## src/rtl/push_button_conditioner.sv

```systemverilog
// Push-button conditioner: per-lane 2-FF synchronizer, debouncer, press/release
// edge pulses and an optional auto-repeat generator for held buttons.
module push_button_conditioner #(
    parameter int N_BTN         = 5,
    parameter int DB_CYCLES     = 1000000,
    parameter int REPEAT_DELAY  = 50000000,
    parameter int REPEAT_PERIOD = 10000000
) (
    input  logic             clk,
    input  logic             resetn,
    input  logic [N_BTN-1:0] btn_raw,
    input  logic [N_BTN-1:0] rpt_en,
    output logic [N_BTN-1:0] btn_level,
    output logic [N_BTN-1:0] btn_press,
    output logic [N_BTN-1:0] btn_release,
    output logic [N_BTN-1:0] btn_rpt
);

    localparam int DBW  = $clog2(DB_CYCLES);
    localparam int RMAX = (REPEAT_DELAY > REPEAT_PERIOD) ? REPEAT_DELAY : REPEAT_PERIOD;
    localparam int RCW  = $clog2(RMAX);

    localparam logic [DBW-1:0] DB_LAST     = DBW'(DB_CYCLES - 1);
    localparam logic [RCW-1:0] DELAY_LAST  = RCW'(REPEAT_DELAY - 1);
    localparam logic [RCW-1:0] PERIOD_LAST = RCW'(REPEAT_PERIOD - 1);

    typedef enum logic [1:0] {
        IDLE,
        DELAY,
        REPEAT
    } rpt_state_t;

    for (genvar i = 0; i < N_BTN; i++) begin : g_lane
        logic             sync_meta;
        logic             sync_s;
        logic [DBW-1:0]   db_cnt;
        logic             level_q;
        logic             press_q;
        logic             release_q;
        logic             db_done;
        logic             rise_now;
        logic             fall_now;
        rpt_state_t       state;
        rpt_state_t       state_nxt;
        logic [RCW-1:0]   rcnt;
        logic [RCW-1:0]   rcnt_nxt;
        logic             rpt_q;
        logic             rpt_nxt;

        always_ff @(posedge clk or negedge resetn) begin
            if (!resetn) begin
                sync_meta <= 1'b0;
                sync_s    <= 1'b0;
            end else begin
                sync_meta <= btn_raw[i];
                sync_s    <= sync_meta;
            end
        end

        // The accepted level flips only after DB_CYCLES consecutive disagreeing samples.
        assign db_done  = (sync_s != level_q) && (db_cnt == DB_LAST);
        assign rise_now = db_done && sync_s;
        assign fall_now = db_done && !sync_s;

        always_ff @(posedge clk or negedge resetn) begin
            if (!resetn) begin
                db_cnt    <= '0;
                level_q   <= 1'b0;
                press_q   <= 1'b0;
                release_q <= 1'b0;
            end else begin
                press_q   <= rise_now;
                release_q <= fall_now;
                if (sync_s == level_q) begin
                    db_cnt <= '0;
                end else if (db_done) begin
                    level_q <= sync_s;
                    db_cnt  <= '0;
                end else begin
                    db_cnt <= db_cnt + 1'b1;
                end
            end
        end

        always_ff @(posedge clk or negedge resetn) begin
            if (!resetn) begin
                state <= IDLE;
                rcnt  <= '0;
                rpt_q <= 1'b0;
            end else begin
                state <= state_nxt;
                rcnt  <= rcnt_nxt;
                rpt_q <= rpt_nxt;
            end
        end

        // Release or a dropped enable always wins over a terminal count on the same edge.
        always_comb begin
            state_nxt = state;
            rcnt_nxt  = rcnt;
            case (state)
                IDLE: begin
                    if (rise_now && rpt_en[i]) begin
                        state_nxt = DELAY;
                        rcnt_nxt  = '0;
                    end
                end
                DELAY: begin
                    if (fall_now || !rpt_en[i]) begin
                        state_nxt = IDLE;
                        rcnt_nxt  = '0;
                    end else if (rcnt == DELAY_LAST) begin
                        state_nxt = REPEAT;
                        rcnt_nxt  = '0;
                    end else begin
                        rcnt_nxt = rcnt + 1'b1;
                    end
                end
                REPEAT: begin
                    if (fall_now || !rpt_en[i]) begin
                        state_nxt = IDLE;
                        rcnt_nxt  = '0;
                    end else if (rcnt == PERIOD_LAST) begin
                        rcnt_nxt = '0;
                    end else begin
                        rcnt_nxt = rcnt + 1'b1;
                    end
                end
                default: begin
                    state_nxt = IDLE;
                    rcnt_nxt  = '0;
                end
            endcase
        end

        always_comb begin
            rpt_nxt = 1'b0;
            if (!fall_now && rpt_en[i]) begin
                case (state)
                    DELAY:   rpt_nxt = (rcnt == DELAY_LAST);
                    REPEAT:  rpt_nxt = (rcnt == PERIOD_LAST);
                    default: rpt_nxt = 1'b0;
                endcase
            end
        end

        assign btn_level[i]   = level_q;
        assign btn_press[i]   = press_q;
        assign btn_release[i] = release_q;
        assign btn_rpt[i]     = rpt_q;
    end

endmodule
```

## config.mk

```make
export PLATFORM = sky130hd
export DESIGN_NAME = push_button_conditioner
export DESIGN_NICKNAME = d
export VERILOG_FILES = /design/src/rtl/push_button_conditioner.sv
export SDC_FILE = /design/constraint.sdc
export NUM_CORES = 1
export LEC_CHECK = 0
export ABC_CLOCK_PERIOD_IN_PS = 7200
export CORE_MARGIN = 4
export CORE_UTILIZATION = 30
export CTS_CLUSTER_SIZE = 28
export DETAILED_ROUTE_END_ITERATION = 10
export PLACE_DENSITY = 0.41
export REMOVE_ABC_BUFFERS = 1
export SLEW_MARGIN = 15
export SYNTH_ARGS = -nofsm -noshare
export SYNTH_HDL_FRONTEND = slang
export SYNTH_SLANG_ARGS = --single-unit
```

## constraint.sdc

```tcl
create_clock -name clk -period 7.2 [get_ports clk]
set_input_delay 0.72 -clock clk [delete_from_list [all_inputs] [get_ports clk]]
set_output_delay 0.72 -clock clk [all_outputs]
set_load 0.05 [all_outputs]
```

# Word-level counts from Yosys, hierarchy flattened
# Cells that the tools add are included.
totals:
  out_inout_bits: 20
  ff_bits: 270
  latch_bits: 0
  ram_bits: 0
  mem_bits_ro: 0
  inputBits: 12
  mem_count: 0
  elab_cells: 245
op_classes:
  n_mul: 0
  mux: 75
  n_reduce_logical: 60
  div: 0
  shift: 0
  n_eq_ne: 50
  n_lt_le_gt_ge: 0
  addsub: 10
  n_bitwise: 5
op_table:
  columns: ["cell", "n"]
  rows:
  - ["$mux W26", 25]
  - ["$pmux W26 S3", 5]
  - ["$mux W20", 10]
  - ["$add A26 B1 Y26 const B", 5]
  - ["$eq A26 B24 Y1 const B", 5]
  - ["$eq A26 B26 Y1 const B", 5]
  - ["$add A20 B1 Y20 const B", 5]
  - ["$eq A20 B20 Y1 const B", 5]
  - ["$mux W2", 20]
  - ["$pmux W2 S3", 5]
  - ["$logic_and A1 B1 Y1", 25]
  - ["$ne A2 B2 Y1 const B", 10]
  - ["$logic_not A1 Y1", 15]
  - ["$ne A3 B3 Y1 const B", 5]
  - ["$reduce_and A3 Y1", 5]
  - ["$eq A2 B1 Y1 const B", 5]
  - ["$eq A2 B2 Y1 const B", 5]
  - ["$logic_not A2 Y1", 5]
  - ["$pmux W1 S2", 5]
  - ["$reduce_and A2 Y1", 5]
  - ["$eq A1 B1 Y1", 5]
  - ["$logic_or A1 B1 Y1", 5]
  - ["$mux W1", 5]
  - ["$ne A1 B1 Y1", 5]
  - ["$not A1 Y1", 5]

# Logic depth before layout (Yosys ltp)
# Gate-level depths: netlist (run 1).
depth:
  depth_word: 6
  depth_mapped: 10
  depth_no_buf: 7

# Worst setup path before layout (run 1)
# Ideal clock, no wire load.
synth_timing:
  kind: "register to register"
  start: "reg g_lane[3].db_cnt[7]"
  end: "reg g_lane[3].rcnt[21]"
  n_path_buf: 3
  required_time_ns: 7.129
  setup_ns: 0.071
  path_slack_ns: 4.397
  path_stages_with_launch: 10
  arrival_time_ns: 2.733
  synth_period_minus_slack_ns: 2.803
  cell_sequence: "dfrtp_1 or4_1 or4_1 buf_2 o21a_1 buf_6 a211o_1 buf_6 or4_1 nand3_1"
synth_between:
  elab_chain_len: 6
  elab_cells_between_ends: 10
  cone_classes: "eq/ne (2); mux (3); reduce/logical (5)"
synth_rtl:
  columns: ["item", "line_no", "rtl"]
  rows:
  - ["from (decl)", "36", "logic [DBW-1:0] db_cnt;"]
  - ["from (signal assigned)", "80", "db_cnt <= db_cnt + 1'b1;"]
  - ["$eq A20 B20 Y1 *", "61", "assign db_done = (sync_s != level_q) && (db_cnt == DB_LAST);"]
  - ["$logic_and A1 B1 Y1 *", "61", null]
  - ["$logic_and A1 B1 Y1", "63", "assign fall_now = db_done && !sync_s;"]
  - ["$logic_or A1 B1 Y1", "109, 120", null]
  - ["$mux W26, on equally long branches", "120, 109", null]
  - ["$pmux W26 S3", "101", "case (state)"]
  - ["to (signal assigned)", "92", "rcnt <= rcnt_nxt;"]
  - ["to (decl)", "45", "logic [RCW-1:0] rcnt;"]
# Mark *: on every way between the ends. The rest lies on a longest branch, timed or not.
# A chain may end at the register's enable or synchronous reset.

# Final worst setup path (run 1)
layout_timing:
  start: "reg g_lane[2].db_cnt[8]"
  end: "reg g_lane[2].rcnt[15]"
layout_between:
  elab_chain_len: 6
  elab_cells_between_ends: 10
  cone_classes: "eq/ne (2); mux (3); reduce/logical (5)"
layout_rtl:
  columns: ["item", "line_no"]
  rows:
  - ["from (decl)", "36"]
  - ["from (signal assigned)", "80"]
  - ["$eq A20 B20 Y1 *", "61"]
  - ["$logic_and A1 B1 Y1 *", "61"]
  - ["$logic_and A1 B1 Y1", "63"]
  - ["$logic_or A1 B1 Y1", "109, 120"]
  - ["$mux W26, on equally long branches", "120, 109"]
  - ["$pmux W26 S3", "101"]
  - ["to (signal assigned)", "92"]
  - ["to (decl)", "45"]
# Marks and branches as above.

==> impl_metrics.env, run 1 <==
export IMPL_reg2reg_from="g_lane[2].db_cnt[8]$_DFF_PN0_"
export IMPL_htreeDepth=2
export IMPL_cts_setup_buffers=0
export IMPL_grt_setup_unrepaired="no"
export IMPL_yosys_top_cells_count="270 x dfrtp_1, 217 x nand2_1, 167 x nand3_1"
export IMPL_grtUsageMet2_pct=21.12
export IMPL_synthTopCellsByArea="dfrtp_1 46%, nand3_1 5.7%, nand2_1 5.6%"
export IMPL_clock_tree_root_cell="clkbuf_16"
export IMPL_grt_use_total_pct=13.45
export IMPL_holdCritPathClass="in2async"
export IMPL_dieHeight_um=228.9
export IMPL_grt_max_degree=138
export IMPL_cts_tree="done"
export IMPL_port_buffer_count=31
export IMPL_max_freq_mhz=266.8
export IMPL_crit_path_start_kind="register"
export IMPL_coreArea_um2=47950
export IMPL_p_leak_uw=0.006563
export IMPL_reg2reg_to="g_lane[2].rcnt[15]$_DFFE_PN0P_"
export IMPL_cp_end_kind="register"
export IMPL_fin_nets=1674
export IMPL_worst_slew_pin_slew_ns=1.023
export IMPL_yosys_area_share_xor_xnor_pct=5.207
export IMPL_dp_hpwl_mm=22.62
export IMPL_utilization_pct=34.77
export IMPL_yosysUniqueCellTypes=58
export IMPL_syn_instance_count=1626
export IMPL_powerDensity_nw_per_um2=211.3
export IMPL_design_die_area_um2=52380
export IMPL_vias=11929
export IMPL_netlist_area_leader_share_pct=46.17
export IMPL_synthArstFlopShare_pct=100.0
export IMPL_drive_gt1_share_pct=5.833
export IMPL_timing_final_hold_violations=0
export IMPL_grt_util_met3_pct=2.767
export IMPL_grt_pass1_vias=11769
export IMPL_fin_setup_tns_ns=0
export IMPL_chipWidth_um=228.9
export IMPL_yosys_area_share_adder_pct=2.137
export IMPL_reg2reg_depth=7
export IMPL_cp_arrival_ns=4.21
export IMPL_status="finished, final reports clean"
export IMPL_synth_simple_gate_area_share_pct=30.65
export IMPL_cts_buffers=36
export IMPL_synthesis_area_um2=14630
export IMPL_antenna_found_initial=0
export IMPL_finalMaxSlewViolations=0
export IMPL_overflow=0
export IMPL_cts_sink_count=270
export IMPL_post_synth_cell_area_avg_um2=9.000
export IMPL_yosysWarnings=0
export IMPL_drc=0
export IMPL_critical_path_class="reg2reg"
export IMPL_holdWs_ns=0.1140
export IMPL_routed_via_density=5.237
export IMPL_yosys_most_used_dff="dfrtp_1"
export IMPL_drtIter0Drc=619
export IMPL_clk_latency_ns=0.54
export IMPL_syn2layout_area_growth_pct=13.90
export IMPL_grt_pass1_wl_mm=60.60
export IMPL_met1_usage_pct=19.01
export IMPL_relSlewSlack_pct=31.18
export IMPL_cts_buffer_depth=3
export IMPL_clk_pin_slew_ns=0.05
export IMPL_synth_seq_cells=270
export IMPL_start_util_pct=30.52
export IMPL_period_share_pct=52.05
export IMPL_place_gp_congestion=0.7848
export IMPL_postCtsHoldBufs=0
export IMPL_crit_required_ns=7.66
export IMPL_fin_worst_skew_ns=0.02199
export IMPL_synth_top_area_cell="dfrtp_1"
export IMPL_cp_max_fo=13
export IMPL_io_pin_count=32
export IMPL_rows=80
export IMPL_synth_top_family_by_area="simple AND/OR/NAND/NOR gates"
export IMPL_synth_most_common_cell="dfrtp_1"
export IMPL_cap_violations=0
export IMPL_yosysSeqAreaShare_pct=46.17
export IMPL_muxShareOfSynthArea_pct=0.5044
export IMPL_cts_resized=0
export IMPL_drtPass1Iterations=6
export IMPL_finalSetupViolCount=0
export IMPL_diodes=0
export IMPL_rrSetupSlack_ns=3.45
export IMPL_ant_nets=0
export IMPL_peakVddDrop_mv=0.1035
export IMPL_wl_per_cell_um=15.46
export IMPL_n_fill_cell=4863
export IMPL_synth_edf_count=0
export IMPL_routed_wl_mm=35.21
export IMPL_synth_compound_area_share_pct=11.97
export IMPL_grt_busiest_layer="met2"
export IMPL_period_needed_ns=3.748
[registers in the layout, summed over array words and instances (netlist names)]
signal / flops
g_lane.level_q: 5
g_lane.db_cnt: 100
g_lane.release_q: 5
g_lane.sync_meta: 5
g_lane.sync_s: 5
g_lane.rcnt: 130
g_lane.rpt_q: 5
g_lane.press_q: 5
g_lane.state: 10
[through the flow]
step	setup slack [ns]	total power, uW	cells	area [um2]
3_3_place_gp	3.554	1735	2214	15460
5_1_grt	3.197	3700	2278	16670
4_1_cts	3.473	3615	2278	16670
6_report	3.452	3522	2278	16670
3_5_place_dp	3.485	1735	2214	15460
2_1_floorplan	4.045	1648	1555	14270
[cell families after synthesis]
| kind of cell | count (synthesis) |
|---|---|
| buffers and inverters | 104 |
| DFF | 270 |
| muxes | 7 |
| and+or+nand+nor | 873 |
| adders and majority gates | 25 |
| AOI/OAI and AO/OA | 260 |
| xor gates and xnor gates | 87 |
[area by class of cell]
type                    instances  area (um2)  area share, %
clock buffers                  57        1111          6.666
clock inverters                 7       92.59         0.5555
inverters                      33       123.9         0.7431
multi-input cells            1252        7390          44.33
flip-flops and latches        270        6756          40.53
well taps                     615       769.5          4.616
repair buffers                 44       425.4          2.552
[critical path: stages, from the launching register on]
cell	delay, ns
dfrtp_1	0.42
or4b_2	0.69
or4_1	0.54
o21ai_1	0.78
o211ai_1	0.39
buf_4	0.31
or3b_2	0.47
nand3_1	0.09
[per-layer routing]
layer | up-vias | share of wire [%]
li1 | 5953 | -
met1 | 5774 | 50
met2 | 148 | 45
met3 | 54 | 3.5
met4 | 0 | 1.9
met5 | - | 0
[report_power, final]
group	internal, uW	switching (uW)
Clock	1130	691
Combinational	41.1	115
Sequential	1530	13.5
[how the worst max path moves through the flow]
stage                                       start                        endpoint  slack, ns  cells past startpoint
detailed placement  g_lane[2].db_cnt[7]$_DFF_PN0_  g_lane[2].rcnt[15]$_DFFE_PN0P_       3.49                      7
floorplan           g_lane[2].db_cnt[8]$_DFF_PN0_  g_lane[2].rcnt[15]$_DFFE_PN0P_       4.05                      6
finish              g_lane[2].db_cnt[8]$_DFF_PN0_  g_lane[2].rcnt[15]$_DFFE_PN0P_       3.45                      7
global placement    g_lane[2].db_cnt[8]$_DFF_PN0_  g_lane[2].rcnt[15]$_DFFE_PN0P_       3.55                      7
CTS                 g_lane[2].db_cnt[7]$_DFF_PN0_  g_lane[2].rcnt[15]$_DFFE_PN0P_       3.47                      7
global route        g_lane[2].db_cnt[8]$_DFF_PN0_  g_lane[2].rcnt[15]$_DFFE_PN0P_       3.20                      7
[cell usage in the layout (no fill, tap or decap), types with 9 or more instances in the layout]
| master | count |
|---|---|
| and3_1 | 36 |
| nor3b_1 | 11 |
| ha_1 | 25 |
| o211ai_1 | 16 |
| or3_1 | 47 |
| a21oi_1 | 37 |
| nand2b_1 | 10 |
| or2_2 | 13 |
| nand3_1 | 167 |
| clkbuf_8 | 11 |
| xnor2_1 | 42 |
| nor2b_1 | 10 |
| clkbuf_16 | 37 |
| dfrtp_1 | 270 |
| a21o_1 | 19 |
| xor2_1 | 45 |
| clkdlybuf4s50_1 | 30 |
| clkbuf_1 | 9 |
| nor4_1 | 16 |
| nand2_1 | 217 |
| nor3_1 | 37 |
| or4_1 | 38 |
| inv_1 | 33 |
| and4_1 | 18 |
| o31ai_1 | 14 |
| o21a_1 | 9 |
| buf_4 | 12 |
| nand4_1 | 54 |
| o311ai_0 | 28 |
| nor2_1 | 156 |
| o21ai_0 | 78 |
No activity file was read; power rests on OpenSTA's default activity.
==> inputs of run 2 (changes only) <==
--- a/config.mk
+++ b/config.mk
@@ -5,12 +5,12 @@
 export SDC_FILE = /design/constraint.sdc
 export NUM_CORES = 1
 export LEC_CHECK = 0
-export ABC_CLOCK_PERIOD_IN_PS = 7200
+export ABC_CLOCK_PERIOD_IN_PS = 3300
 export CORE_MARGIN = 4
 export CORE_UTILIZATION = 30
 export CTS_CLUSTER_SIZE = 28
 export DETAILED_ROUTE_END_ITERATION = 10
-export PLACE_DENSITY = 0.41
+export PLACE_DENSITY = 0.43
 export REMOVE_ABC_BUFFERS = 1
 export SLEW_MARGIN = 15
 export SYNTH_ARGS = -nofsm -noshare
==> constraint.sdc (replaced) <==
create_clock -name clk -period 3.3 [get_ports clk]
set_input_delay 0.33 -clock clk [delete_from_list [all_inputs] [get_ports clk]]
set_output_delay 0.33 -clock clk [all_outputs]
set_load 0.05 [all_outputs]
==> run 2 against run 1 <==
Against the previous run: highest routed layer unchanged; sequential power increased by 120%; worst hold slack improved by 0.12 ns; cell area increased by 1.1%; first-iteration DRC count increased by 12%; sequential share of layout area decreased by 0.45 points; count of clock-buffer cells in the layout decreased by 6; largest cell class unchanged.
==> impl_metrics.env, run 2 (synthesized netlist as in run 1, its figures left out) <==
export IMPL_grt_setup_unrepaired="no"
export IMPL_antenna_found_initial=0
export IMPL_grt_max_degree=67
export IMPL_cap_violations=0
export IMPL_relSlewSlack_pct=37.23
export IMPL_overflow=0
export IMPL_vias=11967
export IMPL_port_buffer_count=31
export IMPL_final_cells=2302
export IMPL_final_cell_mix="270 x dfrtp_1, 217 x nand2_1, 167 x nand3_1"
export IMPL_p_leak_uw=0.006678
export IMPL_cts_sink_count=270
export IMPL_cts_tree="done"
export IMPL_final_common_cell="dfrtp_1"
export IMPL_crit_required_ns=3.69
export IMPL_largest_register_ff_count=130
export IMPL_cp_arrival_ns=3.40
export IMPL_drc=0
export IMPL_grt_pass1_wl_mm=60.33
export IMPL_period_share_pct=91.09
export IMPL_finalMaxSlewViolations=0
export IMPL_n_fill_cell=4859
export IMPL_seq_area_um2=6756
export IMPL_wl_per_cell_um=15.20
export IMPL_peakVddDrop_mv=0.2836
export IMPL_coreArea_um2=47950
export IMPL_grt_use_total_pct=13.42
export IMPL_clk_latency_ns=0.53
export IMPL_clock_tree_root_cell="clkbuf_16"
export IMPL_dp_cells=2239
export IMPL_clk_pin_slew_ns=0.06
export IMPL_cts_buffer_depth=3
export IMPL_drive_gt1_share_pct=7.291
export IMPL_dieHeight_um=228.9
export IMPL_cts_buffers=35
export IMPL_timing_final_hold_violations=0
export IMPL_cts_setup_buffers=0
export IMPL_rows=80
export IMPL_io_pin_count=32
export IMPL_holdCritPathClass="in2reg"
export IMPL_crit_path_start_kind="register"
export IMPL_cts_resized=0
export IMPL_drtIter0Drc=696
export IMPL_place_gp_congestion=0.7633
export IMPL_fin_nets=1699
export IMPL_dp_hpwl_mm=23.34
export IMPL_htreeDepth=2
export IMPL_syn2layout_area_growth_pct=15.17
export IMPL_regMostFlops="g_lane.rcnt"
export IMPL_routed_wl_mm=35.00
export IMPL_utilization_pct=35.15
export IMPL_fin_setup_tns_ns=0
export IMPL_cp_end_kind="register"
export IMPL_worst_slew_pin_slew_ns=0.9416
export IMPL_drtPass1Iterations=5
export IMPL_reg_largest_list="g_lane.rcnt (130), g_lane.db_cnt (100), g_lane.state (10)"
export IMPL_fin_worst_skew_ns=0.01786
export IMPL_ant_nets=0
export IMPL_start_util_pct=30.52
export IMPL_finalSetupViolCount=0
export IMPL_critical_path_class="reg2reg"
export IMPL_reg2reg_depth=6
export IMPL_cp_max_fo=19
export IMPL_period_needed_ns=3.006
export IMPL_routed_via_density=5.199
export IMPL_status="finished, final reports clean"
export IMPL_max_freq_mhz=332.7
export IMPL_min_path_cells=1
export IMPL_powerDensity_nw_per_um2=450.7
export IMPL_grt_pass1_vias=11722
export IMPL_design_die_area_um2=52380
export IMPL_multiInputGateArea_um2=7390
export IMPL_chipWidth_um=228.9
export IMPL_diodes=0
-- run 2: worst max-delay path, stage by stage, from the launching register on --
cell      delay [ns]
dfrtp_1         0.42
or4b_2          0.67
or4_1           0.50
o21ai_1         0.29
a211o_1         0.61
buf_4           0.23
o311ai_0        0.13
-- run 2: timing repair --
action,CTS,global route
hold buffers,1,0
endpoints found under the setup margin,0,0
endpoints found under the hold margin,56,0
-- run 2: report_power, final --
group          internal [uW]  switching [uW]
Sequential              3340            29.3
Clock                   2380            1470
Combinational            113             259
-- run 2: path summary, 6_finish.rpt --
path                                                start                              to  slack, ns
min in group asynchronous                          resetn  g_lane[3].rcnt[22]$_DFFE_PN0P_       0.35
hold reg to reg             g_lane[2].sync_meta$_DFF_PN0_      g_lane[2].sync_s$_DFF_PN0_       0.35
setup reg to reg           g_lane[3].rcnt[16]$_DFFE_PN0P_   g_lane[3].rcnt[8]$_DFFE_PN0P_       0.29
max in group asynchronous                          resetn       g_lane[2].rpt_q$_DFF_PN0_       2.17
setup / recovery           g_lane[3].rcnt[16]$_DFFE_PN0P_   g_lane[3].rcnt[8]$_DFFE_PN0P_       0.29
hold / removal                                 btn_raw[0]   g_lane[0].sync_meta$_DFF_PN0_       0.24
-- run 2: area by class of cell --
| type | instances | share of cell area (%) |
|---|---|---|
| flip-flops and latches | 270 | 40.09 |
| multi-input cells | 1252 | 43.85 |
| repair buffers | 70 | 3.846 |
| clock inverters | 11 | 0.6385 |
| inverters | 33 | 0.7350 |
| clock buffers | 51 | 6.281 |
| well taps | 615 | 4.566 |
-- run 2: stage by stage --
step           hold WS [ns]  worst slack (ns)  power (uW)  cell area [um2]
2_1_floorplan       0.03441            0.1454        3595            14270
3_3_place_gp         0.3330            0.2945        3817            15680
3_5_place_dp         0.3284            0.2495        3816            15680
4_1_cts              0.1996            0.2654        7776            16850
5_1_grt              0.2212           0.03213        7965            16850
6_report             0.2385            0.2941        7596            16850
-- run 2: layer usage --
layer  share of wire [%]  global-route usage, %  vias to the layer above
met2                  44                  20.97                      143
met4                 2.1                  3.614                        0
li1                    -                      -                     5998
met1                  50                  19.08                     5781
met5                   0                      0                        -
met3                 3.3                  2.592                       45
==> inputs of run 3 (changes only) <==
--- a/config.mk
+++ b/config.mk
@@ -6,7 +6,7 @@
 export NUM_CORES = 1
 export LEC_CHECK = 0
 export ABC_CLOCK_PERIOD_IN_PS = 3300
-export CORE_MARGIN = 4
+export CORE_MARGIN = 2
 export CORE_UTILIZATION = 30
 export CTS_CLUSTER_SIZE = 28
 export DETAILED_ROUTE_END_ITERATION = 10
==> run 3 against run 2 <==
Against the previous run: first-iteration DRC count is 0.43% higher; setup slack worse by 0.019 ns; core utilization decreased by 0.19 points; worst hold slack got worse by 0.010 ns; clock skew fell by 0.0043 ns.
==> impl_metrics.env, run 3 (synthesized netlist as in run 1, its figures left out) <==
export IMPL_internal_power_uw=5679
export IMPL_overflow=0
export IMPL_worst_path_max_delay_cell="or4_1"
export IMPL_comb_power_share_pct=4.9
export IMPL_routed_wl_mm=35.23
export IMPL_cts_buffers=35
export IMPL_port_buffer_count=31
export IMPL_drc=0
export IMPL_cts_buffer_depth=3
export IMPL_pre_cts_slack_ns=0.2477
export IMPL_io_pin_count=32
export IMPL_dp_hpwl_mm=23.17
export IMPL_period_needed_ns=3.025
export IMPL_cts_resized=0
export IMPL_grt_use_total_pct=14.34
export IMPL_place_gp_congestion=0.7822
export IMPL_cts_setup_buffers=0
export IMPL_dp_cells=2236
export IMPL_htreeDepth=2
export IMPL_relSlewSlack_pct=40.60
export IMPL_crit_path_start_kind="register"
export IMPL_cap_violations=0
export IMPL_final_common_cell="dfrtp_1"
export IMPL_final_cells=2298
export IMPL_reg_largest_list="g_lane.rcnt (130), g_lane.db_cnt (100), g_lane.state (10)"
export IMPL_drtIter0Drc=699
export IMPL_n_fill_cell=4846
export IMPL_design_die_area_um2=50560
export IMPL_fin_setup_tns_ns=0
export IMPL_grt_max_degree=81
export IMPL_drive_gt1_share_pct=6.595
export IMPL_max_freq_mhz=330.5
export IMPL_grt_pass1_wl_mm=60.41
export IMPL_vias=11944
export IMPL_rrSetupSlack_ns=0.27
export IMPL_crit_required_ns=3.70
export IMPL_holdCritPathClass="in2reg"
export IMPL_fin_worst_skew_ns=0.01358
export IMPL_finalSetupViolCount=0
export IMPL_fin_nets=1696
export IMPL_seq_area_um2=6756
export IMPL_cp_max_fo=18
export IMPL_max_stage_delay_ns=0.59
export IMPL_min_path_cells=1
export IMPL_period_share_pct=91.68
export IMPL_sw_frac_of_total_pct=23.60
export IMPL_dieHeight_um=224.9
export IMPL_postCtsHoldBufs=1
export IMPL_regMostFlops="g_lane.rcnt"
export IMPL_pwr_share_seq_pct=45.4
export IMPL_status="finished, final reports clean"
export IMPL_drtPass1Iterations=5
export IMPL_cp_end_kind="register"
export IMPL_reg2reg_depth=7
export IMPL_grt_pass1_vias=11786
export IMPL_startpoint="g_lane[3].db_cnt[7]$_DFF_PN0_"
export IMPL_p_leak_uw=0.006625
export IMPL_antenna_found_initial=0
export IMPL_wl_per_cell_um=15.33
export IMPL_layout_setup_ws_ns=0.2747
export IMPL_grt_setup_unrepaired="no"
export IMPL_timing_final_hold_violations=0
export IMPL_clk_pin_slew_ns=0.06
export IMPL_finalMaxSlewViolations=0
export IMPL_clock_tree_root_cell="clkbuf_16"
export IMPL_diodes=0
export IMPL_ant_nets=0
export IMPL_cts_tree="done"
export IMPL_reg2reg_to="g_lane[3].rcnt[7]$_DFFE_PN0P_"
export IMPL_cts_sink_count=270
export IMPL_syn2layout_area_growth_pct=14.54
export IMPL_multiInputGateArea_um2=7386
export IMPL_power_switching_uw=1754
export IMPL_peakVddDrop_mv=0.2914
export IMPL_routed_via_density=5.198
export IMPL_final_cell_mix="270 x dfrtp_1, 217 x nand2_1, 167 x nand3_1"
export IMPL_worst_slew_pin_slew_ns=0.8829
export IMPL_cp_arrival_ns=3.43
export IMPL_powerDensity_nw_per_um2=443.4
export IMPL_clockPowerShare_pct=49.7
export IMPL_coreArea_um2=47950
export IMPL_clk_latency_ns=0.54
export IMPL_rows=80
export IMPL_largest_register_ff_count=130
export IMPL_critical_path_class="reg2reg"
export IMPL_reg2reg_from="g_lane[3].db_cnt[7]$_DFF_PN0_"
export IMPL_start_util_pct=30.52
export IMPL_crit_chain="or4_1 > or4_1 > buf_4 > o211ai_1 > a211o_1 > buf_4 > o311ai_0"
export IMPL_chipWidth_um=224.9
export IMPL_endpoint="g_lane[3].rcnt[7]$_DFFE_PN0P_"
==> run 3: cell count changes in the layout (fill, tap and decap cells not counted) <==
cell	delta
a21oi_2	-1
buf_4	-3
bufinv_16	-2
a21oi_1	+1
clkinv_2	-5
clkbuf_1	+7
clkinvlp_4	-1
==> run 3: worst min-delay path by stage <==
stage                    start                            end  slack [ns]
floorplan               resetn  g_lane[0].db_cnt[0]$_DFF_PN0_        0.03
global placement        resetn  g_lane[3].level_q$_DFFE_PN0P_        0.27
detailed placement      resetn  g_lane[3].level_q$_DFFE_PN0P_        0.27
CTS                 btn_raw[2]  g_lane[2].sync_meta$_DFF_PN0_        0.19
global route        btn_raw[0]  g_lane[0].sync_meta$_DFF_PN0_        0.20
finish              btn_raw[3]  g_lane[3].sync_meta$_DFF_PN0_        0.23
==> run 3: metrics by stage <==
step / instance area (um2) / hold slack (ns) / power [uW] / utilization (%)
6_report: 16760 / 0.2284 / 7432 / 34.96
5_1_grt: 16760 / 0.2039 / 7773 / 34.96
4_1_cts: 16760 / 0.1897 / 7627 / 34.96
3_5_place_dp: 15650 / 0.2706 / 3807 / 32.64
3_3_place_gp: 15650 / 0.2735 / 3804 / 32.64
2_1_floorplan: 14270 / 0.03441 / 3595 / -
==> run 3: layout make-up <==
| type | count | area share [%] |
|---|---|---|
| Clock buffer | 58 | 6.472 |
| Clock inverter | 3 | 0.08958 |
| Multi-Input combinational cell | 1252 | 44.07 |
| Timing Repair Buffer | 67 | 3.732 |
| Tap cell | 615 | 4.591 |
| Inverter | 33 | 0.7390 |
| Sequential cell | 270 | 40.31 |
==> run 3: power groups by stage <==
stage	Combinational, uW	Clock, uW	Sequential (uW)
after floorplan	170	0	3430
after global placement	372	0	3430
after detailed placement	375	0	3430
after CTS	379	3880	3370
after global routing	421	3970	3380
final	363	3700	3370
==> run 3: critical path: cells and delay by family (launching register included) <==
family	cells	cell delay, ns
AND/OR/NAND/NOR	2	1.11
buffers and inverters	2	0.42
AO/OA/AOI/OAI	3	0.92
flip-flops	1	0.43
==> run 3: layer usage <==
layer | wire, um | global-route usage [%] | vias up
met2 | 15450 | 22.53 | 119
met4 | 760 | 4.935 | 0
met1 | 17870 | 20.00 | 5787
met3 | 1160 | 2.338 | 50
li1 | - | - | 5988
met5 | 0 | 0 | -
